$ cat config.mk
export PLATFORM = sky130hd
export DESIGN_NAME = past_query_arbiter
export DESIGN_NICKNAME = d
export VERILOG_FILES = /design/src/rtl/past_query_arbiter.sv
export SDC_FILE = /design/constraint.sdc
export NUM_CORES = 1
export LEC_CHECK = 0
export ABC_AREA = 1
export BUFFER_PORTS_ARGS = -buffer_cell sky130_fd_sc_hd__buf_2
export CAP_MARGIN = 10
export CELL_PAD_IN_SITES_DETAIL_PLACEMENT = 1
export CELL_PAD_IN_SITES_GLOBAL_PLACEMENT = 1
export CORE_MARGIN = 10
export CORE_UTILIZATION = 43
export DETAILED_ROUTE_END_ITERATION = 8
export GPL_ROUTABILITY_DRIVEN = 0
export PLACE_DENSITY = 0.8
export REMOVE_ABC_BUFFERS = 1
export SYNTH_ARGS = -nofsm -noshare
export SYNTH_HDL_FRONTEND = slang
export SYNTH_SLANG_ARGS = --single-unit
$ cat constraint.sdc
create_clock -name clk -period 3.9 [get_ports clk]
set_clock_uncertainty 0.05 [all_clocks]
set_input_delay 0.39 -clock clk [delete_from_list [all_inputs] [get_ports clk]]
set_output_delay 0.39 -clock clk [all_outputs]
set_load 0.05 [all_outputs]
$ cat src/rtl/past_query_arbiter.sv
// Shared enable-gated history of one vector, like $past(x, N, en), that several
// requesters query through a round-robin arbiter with a registered one-cycle lookup.
module past_query_arbiter #(
  parameter int WIDTH = 4,
  parameter int DEPTH = 8,
  parameter int NREQ  = 3,
  localparam int DW   = $clog2(DEPTH) + 1,
  localparam int IW   = $clog2(NREQ)
) (
  input  logic               clk,
  input  logic               rst,
  input  logic               sample_en,
  input  logic [WIDTH-1:0]   sample_in,
  input  logic [NREQ-1:0]    req,
  input  logic [NREQ*DW-1:0] req_depth,
  output logic [NREQ-1:0]    gnt,
  output logic               rsp_valid,
  output logic [IW-1:0]      rsp_id,
  output logic               rsp_hit,
  output logic [WIDTH-1:0]   rsp_data
);

  localparam int AW = $clog2(DEPTH);

  // Handshake: req[i] is a level held until gnt[i] (combinational, one-hot)
  // is seen in the same cycle; the query is taken on that edge and answered by
  // a one-cycle rsp_valid strobe carrying rsp_id=i on the following cycle.

  logic [WIDTH-1:0] mem_q [DEPTH];
  logic [AW-1:0]    wp_q;
  logic [DW-1:0]    fill_q, fill_d;
  logic [IW-1:0]    rr_q, rr_d;
  logic             rsp_valid_q, rsp_hit_q;
  logic [IW-1:0]    rsp_id_q;
  logic [WIDTH-1:0] rsp_data_q;

  logic [IW-1:0]    cand;
  logic [IW-1:0]    gnt_idx;
  logic             gnt_any;
  logic [DW-1:0]    n;
  logic             hit;
  logic [AW-1:0]    rd_addr;
  logic [WIDTH-1:0] rd_data;

  always_comb begin
    cand    = '0;
    gnt_idx = '0;
    gnt_any = 1'b0;
    for (int k = 0; k < NREQ; k++) begin
      cand = IW'((int'(rr_q) + k) % NREQ);
      if (!gnt_any && req[cand]) begin
        gnt_any = 1'b1;
        gnt_idx = cand;
      end
    end
    if (rst) gnt_any = 1'b0;
  end

  assign gnt  = gnt_any ? (NREQ'(1) << gnt_idx) : '0;
  assign rr_d = IW'((int'(gnt_idx) + 1) % NREQ);

  // Lookup sees pre-edge wp/fill/mem, so a same-edge capture is not visible yet.
  assign n       = req_depth[int'(gnt_idx)*DW +: DW];
  assign hit     = (n != '0) && (n <= fill_q);
  assign rd_addr = wp_q - n[AW-1:0];
  assign rd_data = mem_q[rd_addr];
  assign fill_d  = (fill_q == DW'(DEPTH)) ? fill_q : fill_q + 1'b1;

  always_ff @(posedge clk) begin
    if (!rst && sample_en) mem_q[wp_q] <= sample_in;
  end

  always_ff @(posedge clk) begin
    if (rst) begin
      wp_q        <= '0;
      fill_q      <= '0;
      rr_q        <= '0;
      rsp_valid_q <= 1'b0;
      rsp_id_q    <= '0;
      rsp_hit_q   <= 1'b0;
      rsp_data_q  <= '0;
    end else begin
      if (sample_en) begin
        wp_q   <= wp_q + 1'b1;
        fill_q <= fill_d;
      end
      rsp_valid_q <= gnt_any;
      if (gnt_any) begin
        rr_q       <= rr_d;
        rsp_id_q   <= gnt_idx;
        rsp_hit_q  <= hit;
        rsp_data_q <= hit ? rd_data : '0;
      end
    end
  end

  assign rsp_valid = rsp_valid_q;
  assign rsp_id    = rsp_id_q;
  assign rsp_hit   = rsp_hit_q;
  assign rsp_data  = rsp_data_q;

endmodule

==> metrics.md, run 1 <==
| Metric | Value |
|---|---|
| RSZ-0062 raised after global routing | `no` |
| Yosys reg bits | `49` |
| Ys Warns | `0` |
| Period utilization | `0.900` |
| CTS tree | `built` |
| Core ar. | `0.00585 mm²` |
| Post-layout min period | `3.51 ns` |
| Worst vdd ir | `0.422 mV` |
| Area Overhead vs Synth | `13.8%` |
| Mapped Area | `0.00257 mm²` |
| Register area share after synthesis | `0.506` |
| DRC | `0` |
| Crit path kind | `reg -> reg` |
| Status | `completed` |
| Clk_lat worst skew | `0.31 ns` |
| HP Class | `in -> reg` |
| Final ANT Viol Nets | `0` |
| Initial Util | `0.440` |
| DR pass1 iterations | `4` |
| Initial antenna violation count | `0` |
| Commonest non-fill, non-tap cell in the layout | `nand2_1` |
| Largest net degree at the start of global routing | `19` |
| Die area | `0.00948 mm²` |
| Crit path capture type | `flop` |
| Root buf cell | `clkbuf_8` |
| Resized cells post-CTS | `0` |
| Setup TNS after final layout | `0 ns` |
| Detailed-route wire length per cell | `15.9 µm` |
| Final slew viol count | `0` |
| LEAKAGE | `0.00130 µW` |
| Worst-path clk slew | `0.10 ns` |
| Width of the die | `97.4 µm` |
| DRT iter0 DRCs | `134` |
| Post-Route WL | `6450 µm` |
| Tot GR Track Use | `0.136` |
| GRT overflow | `0` |
| Rows | `28` |
| Final setup vio count | `0` |
| H-tree levels | `2` |
| CTS Hold Bufs | `0` |
| Min Hold Slack | `0.314 ns` |
| Antenna cell count | `0` |
| Cell Pwr Density | `953 mW/mm²` |
| Clk sinks | `49` |
| Vias in the first global route | `2183` |
| Synthesized area per cell | `8.81 µm²` |
| Total CTS buffers | `5` |
| Setup Buffers After CTS | `0` |
| Worst slew pin tran | `0.550 ns` |
| Max_cap viols | `0` |
| Fillers | `724` |
| WP data arrival | `3.69 ns` |
| Share of cells above drive strength 1 | `0.205` |
| Vias/cell | `5.08` |
| First-pass GRT wire length | `10700 µm` |
| # port buffers | `32` |
| Worst EP required | `4.08 ns` |
| Hold Fails Final Rpt | `0` |
| Fmax | `0.285 GHz` |
| Cell variety after synth | `29` |
| Startpoint types | `flop` |
| Post-layout instance area | `0.00293 mm²` |
| Hpwl dp | `5180 µm` |
| Layout Nets | `365` |
| I/O pins | `33` |
| Die height | `97.4 µm` |
| Relative slew slack | `0.632` |
| DP Area | `0.00283 mm²` |
| Via count | `2063` |
| CP max FO | `9` |
| Max clock buf depth | `2` |
| Commonest cells after routing, fill and taps aside | `57 x nand2_1, 36 x inv_1, 36 x nor2_1, 32 x buf_2, 32 x edfxtp_1` |
| Mapped Cells | `292` |
Yosys cell counts (all sizes together):
cell    count  area (µm²)
nand2      71         327
nor2       41         186
inv        39         146
edfxtp     32         961
o21ai      27         139
nand3      24         125
dfxtp      17         340
ha         12         150
o22ai       8        50.1
a21oi       7        38.8
nand3b      4        30.0
clkbuf      2        7.51
a22o        1        8.76
a32oi       1        8.76
fa          1        20.0
nand4       1        6.26
nor3        1        5.00
o32ai       1        8.76
or2         1        6.26
xor2        1        8.76
final cells by class:
class                           instances  area [µm²]  share of cell area
Clock inverter                          3        28.8             0.00983
Multi-Input combinational cell        202        1120               0.383
Clock buffer                            5        68.8              0.0235
Timing Repair Buffer                   33         168              0.0573
Sequential cell                        49        1300               0.444
Inverter                               39         146              0.0500
Tap cell                               75        93.8              0.0321
worst paths after layout:
| kind | startpoint | to | slack [ns] | depth (start not counted) |
|---|---|---|---|---|
| worst max-delay path | rr_q[0]$_SDFFE_PP0P_ | rsp_data[1]$_SDFFE_PP0P_ | 0.39 | 21 |
| worst min register to register | rsp_data[1]$_SDFFE_PP0P_ | rsp_data[1]$_SDFFE_PP0P_ | 0.41 | 2 |
| worst max register to register | rr_q[0]$_SDFFE_PP0P_ | rsp_data[1]$_SDFFE_PP0P_ | 0.39 | 21 |
| worst min-delay path | sample_en | wp_q[2]$_SDFFE_PP0P_ | 0.31 | 3 |
flip-flops by register name (all words and copies together), names as in the netlist:
| register | flops |
|---|---|
| wp_q | 3 |
| rsp_hit | 1 |
| mem_q | 32 |
| rsp_data | 4 |
| rr_q | 2 |
| fill_q | 4 |
| rsp_id | 2 |
| rsp_valid | 1 |
logic make-up (layout without fill, tap and decap cells):
| logic type | after synthesis | after routing | share of synthesized area |
|---|---|---|---|
| buffers and inverters | 41 | 80 | 0.0598 |
| XOR/XNOR | 1 | 1 | 0.00340 |
| flip-flops | 49 | 49 | 0.506 |
| AND/OR/NAND/NOR | 143 | 143 | 0.266 |
| AO/OA/AOI/OAI | 45 | 45 | 0.0987 |
| adder cells (fa/ha/maj) | 13 | 13 | 0.0661 |
metal layers:
layer	vias to the layer above	part of all wire	GRT usage	wire length [µm]
li1	1044	-	-	-
met1	969	0.46	0.164	3000
met2	44	0.48	0.233	3090
met3	6	0.046	0.0370	295
met4	0	0.011	0.0336	68
met5	-	0	0	0
critical path, stage by stage, from the launching register on:
cell and delay [ns]:
dfxtp_1 0.37, inv_1 0.09, ha_1 0.40, o21ai_1 0.22, nand2_1 0.11, nand2_2 0.11, nor2_4 0.05, nand2_2 0.09
nand2_4 0.10, nand2_1 0.07, nand2_1 0.06, a21oi_2 0.20, inv_1 0.08, ha_1 0.20, fa_2 0.61, inv_2 0.09
o21ai_0 0.11, o22ai_1 0.14, nand3_1 0.12, nand2_1 0.05, nand2_1 0.07, nand2_1 0.04
stage by stage:
stage | utilization | setup WS (ns) | std cells | total power [µW]
floorplan | - | 0.834 | 290 | 2020
global placement | 0.483 | 0.427 | 398 | 2410
detailed placement | 0.483 | 0.246 | 398 | 2470
CTS | 0.500 | 0.223 | 406 | 2800
global route | 0.500 | 0.0445 | 406 | 3080
finish | 0.500 | 0.391 | 406 | 2790
power by group:
group          leakage (µW)  internal [µW]  switching [µW]
registers          0.000429            593            20.6
clock network     0.0000506            134             195
logic              0.000816            608            1240
Power figures use the tool's default switching activity.
==> run 2, diff against run 1 <==
Settings changed: BUFFER_PORTS_ARGS -buffer_cell sky130_fd_sc_hd__buf_2 to not set, CELL_PAD_IN_SITES_DETAIL_PLACEMENT 1 to not set, CELL_PAD_IN_SITES_GLOBAL_PLACEMENT 1 to not set, CORE_UTILIZATION 43 to 63, DONT_BUFFER_PORTS set to 1, PLACE_DENSITY 0.8 to 0.81.
==> metrics.md, run 2 (same netlist as run 1, synthesis figures left out) <==
| Metric | Value |
|---|---|
| Status | `completed (unchanged)` |
| Initial Util | `0.648 (was 0.440)` |
| RSZ-0062 raised after global routing | `no (unchanged)` |
| Largest net degree at the start of global routing | `17 (was 19)` |
| Post-Route WL | `5310 µm (was 6450 µm)` |
| Final ANT Viol Nets | `0 (unchanged)` |
| Fmax | `0.283 GHz (was 0.285 GHz)` |
| R2r startpoint | `rr_q[0]$_SDFFE_PP0P_ (unchanged)` |
| Max clock buf depth | `2 (unchanged)` |
| Largest stage delay on the critical path | `0.57 ns (was 0.61 ns)` |
| Layout Nets | `334 (was 365)` |
| CP max FO | `9 (unchanged)` |
| Highest metal used | `met4 (unchanged)` |
| Crit path kind | `reg -> reg (unchanged)` |
| Antenna cell count | `0 (unchanged)` |
| Relative slew slack | `0.401 (was 0.632)` |
| Total CTS buffers | `5 (unchanged)` |
| Largest register by flop count | `mem_q (unchanged)` |
| Reg2Reg Setup Slack | `0.36 ns (was 0.39 ns)` |
| Hold Fails Final Rpt | `0 (unchanged)` |
| Rows | `23 (was 28)` |
| First-pass GRT wire length | `9090 µm (was 10700 µm)` |
| Core ar. | `0.00397 mm² (was 0.00585 mm²)` |
| Share of cells above drive strength 1 | `0.117 (was 0.205)` |
| Worst path most repeated cell | `nand2_1 (unchanged)` |
| Startpoint types | `flop (unchanged)` |
| Die area | `0.00704 mm² (was 0.00948 mm²)` |
| Worst slew pin tran | `0.895 ns (was 0.550 ns)` |
| Worst-path clk slew | `0.10 ns (about the same)` |
| Initial antenna violation count | `0 (unchanged)` |
| Max FFs per register | `32 (unchanged)` |
| H-tree levels | `2 (unchanged)` |
| Clk sinks | `49 (unchanged)` |
| Final setup vio count | `0 (unchanged)` |
| Commonest non-fill, non-tap cell in the layout | `nand2_1 (unchanged)` |
| Worst EP required | `4.10 ns (was 4.08 ns)` |
| Die height | `83.9 µm (was 97.4 µm)` |
| CTS Hold Bufs | `0 (unchanged)` |
| Hold wc startpoint | `sample_in[0] (was sample_en)` |
| Commonest cells after routing, fill and taps aside | `57 x nand2_1, 37 x inv_1, 36 x nor2_1, 32 x edfxtp_1, 25 x o21ai_0 (was 57 x nand2_1, 36 x inv_1, 36 x nor2_1, 32 x buf_2, 32 x edfxtp_1)` |
| R2R depth | `21 (unchanged)` |
| Width of the die | `83.9 µm (was 97.4 µm)` |
| Via count | `1974 (was 2063)` |
| Final slew viol count | `0 (unchanged)` |
| # port buffers | `0 (was 32)` |
| Detailed-route wire length per cell | `15.2 µm (was 15.9 µm)` |
| Period utilization | `0.907 (was 0.900)` |
| Clk_lat worst skew | `0.30 ns (was 0.31 ns)` |
| Resized cells post-CTS | `0 (unchanged)` |
| Max_cap viols | `0 (unchanged)` |
| Met3 Wirelength | `418 µm (was 295 µm)` |
| Post-layout min period | `3.54 ns (was 3.51 ns)` |
| Cells along the critical path | `inv_1, ha_1, o21ai_1, nand2_1, nand2_2, nor2_4, nand2_2, nand2_4, nand2_1, nand2_1, a21oi_2, inv_1, ha_1, fa_1, inv_1, o21ai_0, o22ai_1, nand3_1, nand2_1, nand2_1, nand2_1 (was inv_1, ha_1, o21ai_1, nand2_1, nand2_2, nor2_4, nand2_2, nand2_4, nand2_1, nand2_1, a21oi_2, inv_1, ha_1, fa_2, inv_2, o21ai_0, o22ai_1, nand3_1, nand2_1, nand2_1, nand2_1)` |
| Area Overhead vs Synth | `7.10% (was 13.8%)` |
| WP data arrival | `3.74 ns (was 3.69 ns)` |
| Root buf cell | `clkbuf_8 (unchanged)` |
| Vias/cell | `5.64 (was 5.08)` |
| DR pass1 iterations | `5 (was 4)` |
| Wl on met1 | `2250 µm (was 3000 µm)` |
| Hold EP | `mem_q[4][0]$_DFFE_PP_ (was wp_q[2]$_SDFFE_PP0P_)` |
| GRT overflow | `0 (unchanged)` |
| DRC | `0 (unchanged)` |
| Setup TNS after final layout | `0 ns (unchanged)` |
| HP Class | `in -> reg (unchanged)` |
| I/O pins | `33 (unchanged)` |
| Setup Buffers After CTS | `0 (unchanged)` |
| Metal2 WL | `2620 µm (was 3090 µm)` |
| Worst R2R End | `rsp_data[1]$_SDFFE_PP0P_ (unchanged)` |
| Vias in the first global route | `1939 (was 2183)` |
| CP max-delay cell | `fa_1 (was fa_2)` |
| Crit path capture type | `flop (unchanged)` |
| CTS tree | `built (unchanged)` |
| Tot GR Track Use | `0.152 (was 0.136)` |
| Hpwl dp | `4190 µm (was 5180 µm)` |
| Worst hold stages | `0 (was 3)` |
| DRT iter0 DRCs | `140 (was 134)` |
==> run 2: cell types whose count changed in the layout (fill, tap and decap cells not counted) <==
cell,delta
buf_2,-32
buf_4,+1
bufinv_16,+1
clkinv_2,+1
clkinv_4,-1
fa_1,+1
fa_2,-1
inv_1,+1
inv_2,-1
inv_8,-1
==> run 2: worst max-delay path by stage <==
stage / startpoint / to / slack [ns] / cells past startpoint
floorplan: rr_q[0]$_SDFFE_PP0P_ / rsp_data[0]$_SDFFE_PP0P_ / 0.83 / 21
global placement: rr_q[0]$_SDFFE_PP0P_ / rsp_data[1]$_SDFFE_PP0P_ / 0.55 / 21
detailed placement: rr_q[0]$_SDFFE_PP0P_ / rsp_data[1]$_SDFFE_PP0P_ / 0.40 / 21
CTS: rr_q[0]$_SDFFE_PP0P_ / rsp_data[1]$_SDFFE_PP0P_ / 0.37 / 21
global route: rr_q[0]$_SDFFE_PP0P_ / rsp_data[2]$_SDFFE_PP0P_ / 0.004 / 22
finish: rr_q[0]$_SDFFE_PP0P_ / rsp_data[1]$_SDFFE_PP0P_ / 0.36 / 21
==> run 2: layer usage <==
layer	GRT usage	vias to the layer above
met5	0	-
met3	0.0430	2
met4	0.0259	0
li1	-	989
met2	0.258	70
met1	0.188	913
==> run 2: per-stage QoR <==
step	hold WS, ns	setup WS, ns	std cells	util	instance area (µm²)
final	0.124	0.362	350	0.694	2760
after global routing	0.111	0.00414	350	0.694	2760
after CTS	0.120	0.374	350	0.694	2760
after detailed placement	0.439	0.404	342	0.666	2640
after global placement	0.433	0.548	342	0.666	2640
after floorplan	0.411	0.834	290	-	2570
==> run 2: cell type report <==
cell class,count,area (µm²)
tap,50,62.6
multi-input combinational,202,1120
fill,317,1210
clock inverter,3,43.8
sequential,49,1300
clock buffer,5,68.8
inverter,39,146
timing repair buffer,2,15.0
==> run 2: critical path: cells and delay by family, from the launching register on <==
family,cells,cell delay [ns]
adders and majority gates,3,1.15
DFF,1,0.37
AOI/OAI and AO/OA,4,0.68
buffers and inverters,3,0.37
and+or+nand+nor,11,0.86
Power of run 2 is left out: the tool's default activity adds up to more than one toggle a clock period on the data nets, which glitch-free logic cannot reach.
==> run 3, diff against run 2 <==
Settings changed: CORE_UTILIZATION 63 to 47, PLACE_DENSITY 0.81 to 0.64.
==> metrics.md, run 3 (same netlist as run 1, synthesis figures left out) <==
| Metric | Value |
|---|---|
| Status | `completed (unchanged)` |
| Setup Buffers After CTS | `0 (unchanged)` |
| Share of cells above drive strength 1 | `0.120 (was 0.117)` |
| Worst EP required | `4.10 ns (about the same)` |
| GRT overflow | `0 (unchanged)` |
| Via count | `1933 (was 1974)` |
| Max clock buf depth | `2 (unchanged)` |
| Antenna cell count | `0 (unchanged)` |
| Wl on met1 | `2410 µm (was 2250 µm)` |
| Detailed-route wire length per cell | `14.7 µm (was 15.2 µm)` |
| CP max FO | `9 (unchanged)` |
| Crit path kind | `reg -> reg (unchanged)` |
| # port buffers | `0 (unchanged)` |
| HP Class | `in -> reg (unchanged)` |
| CP bufs+invs | `3 (unchanged)` |
| Cells along the critical path | `inv_1, ha_1, o21ai_1, nand2_1, nand2_2, nor2_4, nand2_2, nand2_4, nand2_1, nand2_1, a21oi_2, inv_1, ha_1, fa_1, inv_1, o21ai_0, o22ai_1, nand3_1, nand2_1, nand2_1, nand2_1 (unchanged)` |
| Max_cap viols | `0 (unchanged)` |
| Clk_lat worst skew | `0.31 ns (was 0.30 ns)` |
| Fmax | `0.282 GHz (was 0.283 GHz)` |
| Area Overhead vs Synth | `7.68% (was 7.10%)` |
| WP data arrival | `3.75 ns (was 3.74 ns)` |
| CP max-delay cell | `fa_1 (unchanged)` |
| I/O pins | `33 (unchanged)` |
| Core ar. | `0.00520 mm² (was 0.00397 mm²)` |
| Layout Nets | `334 (unchanged)` |
| Largest register by flop count | `mem_q (unchanged)` |
| Period utilization | `0.909 (was 0.907)` |
| Die height | `94 µm (was 83.9 µm)` |
| Total CTS buffers | `5 (unchanged)` |
| CTS tree | `built (unchanged)` |
| Highest metal used | `met4 (unchanged)` |
| Worst slew pin tran | `0.854 ns (was 0.895 ns)` |
| Initial antenna violation count | `0 (unchanged)` |
| Tot GR Track Use | `0.130 (was 0.152)` |
| Post-layout instance area | `0.00277 mm² (was 0.00276 mm²)` |
| Vias in the first global route | `1876 (was 1939)` |
| DRT iter0 DRCs | `109 (was 140)` |
| Setup ws final | `0.355 ns (was 0.362 ns)` |
| Width of the die | `94 µm (was 83.9 µm)` |
| CTS Hold Bufs | `0 (unchanged)` |
| Largest net degree at the start of global routing | `19 (was 17)` |
| DRC | `0 (unchanged)` |
| Post-Route WL | `5420 µm (was 5310 µm)` |
| Initial Util | `0.494 (was 0.648)` |
| Setup TNS after final layout | `0 ns (unchanged)` |
| H-tree levels | `2 (unchanged)` |
| Commonest cells after routing, fill and taps aside | `57 x nand2_1, 37 x inv_1, 36 x nor2_1, 32 x edfxtp_1, 25 x o21ai_0 (unchanged)` |
| Root buf cell | `clkbuf_8 (unchanged)` |
| Met3 Wirelength | `437 µm (was 418 µm)` |
| Worst-path clk slew | `0.10 ns (about the same)` |
| Clk sinks | `49 (unchanged)` |
| DP Area | `0.00267 mm² (was 0.00264 mm²)` |
| Crit path max-delay family | `adder cells (unchanged)` |
| DR pass1 iterations | `5 (unchanged)` |
| Hold Fails Final Rpt | `0 (unchanged)` |
| Metal2 WL | `2530 µm (was 2620 µm)` |
| Die area | `0.00884 mm² (was 0.00704 mm²)` |
| Startpoint types | `flop (unchanged)` |
| Post-layout min period | `3.55 ns (was 3.54 ns)` |
| Resized cells post-CTS | `0 (unchanged)` |
| Final ANT Viol Nets | `0 (unchanged)` |
| Final slew viol count | `0 (unchanged)` |
| Commonest non-fill, non-tap cell in the layout | `nand2_1 (unchanged)` |
| Rows | `26 (was 23)` |
| Crit path capture type | `flop (unchanged)` |
| RSZ-0062 raised after global routing | `no (unchanged)` |
| Vias/cell | `5.22 (was 5.64)` |
| Largest stage delay on the critical path | `0.57 ns (about the same)` |
| Worst path most repeated cell | `nand2_1 (unchanged)` |
| Post-Route Utilization | `0.532 (was 0.694)` |
| Relative slew slack | `0.427 (was 0.401)` |
| Hpwl dp | `4240 µm (was 4190 µm)` |
| Max FFs per register | `32 (unchanged)` |
| First-pass GRT wire length | `9170 µm (was 9090 µm)` |
| Final setup vio count | `0 (unchanged)` |
| Placement Setup Slack | `0.404 ns (about the same)` |
-- run 3: area by class of cell --
class | count | area (µm²)
clock inverters | 3 | 28.8
fillers | 484 | 2430
well taps | 70 | 87.6
flip-flops and latches | 49 | 1300
inverters | 39 | 146
multi-input cells | 202 | 1120
repair buffers | 2 | 15.0
clock buffers | 5 | 68.8
-- run 3: metal layers --
layer	track usage	vias to the layer above
met5	0	-
met3	0.0408	5
li1	-	985
met1	0.166	877
met4	0.0367	0
met2	0.204	66
-- run 3: worst register-to-register path, delay by kind of cell (launching register included) --
family          cells  cell delay (ns)
flops               1             0.37
buf+inv             3             0.37
simple gates       11             0.83
fa+ha+maj           3             1.14
compound gates      4             0.73
-- run 3: final timing paths --
kind         slack [ns]                       end  cells after the start                 start
max                0.35  rsp_data[1]$_SDFFE_PP0P_                     21  rr_q[0]$_SDFFE_PP0P_
min                0.12     mem_q[0][3]$_DFFE_PP_                      0          sample_in[3]
max reg2reg        0.35  rsp_data[1]$_SDFFE_PP0P_                     21  rr_q[0]$_SDFFE_PP0P_
min reg2reg        0.47      wp_q[0]$_SDFFE_PP0P_                      2  wp_q[0]$_SDFFE_PP0P_
-- run 3: through the flow --
step	hold slack [ns]	cells
detailed placement	0.440	362
global placement	0.431	362
CTS	0.119	370
floorplan	0.411	290
finish	0.121	370
global route	0.0894	370
Power of run 3 is left out for the same reason.
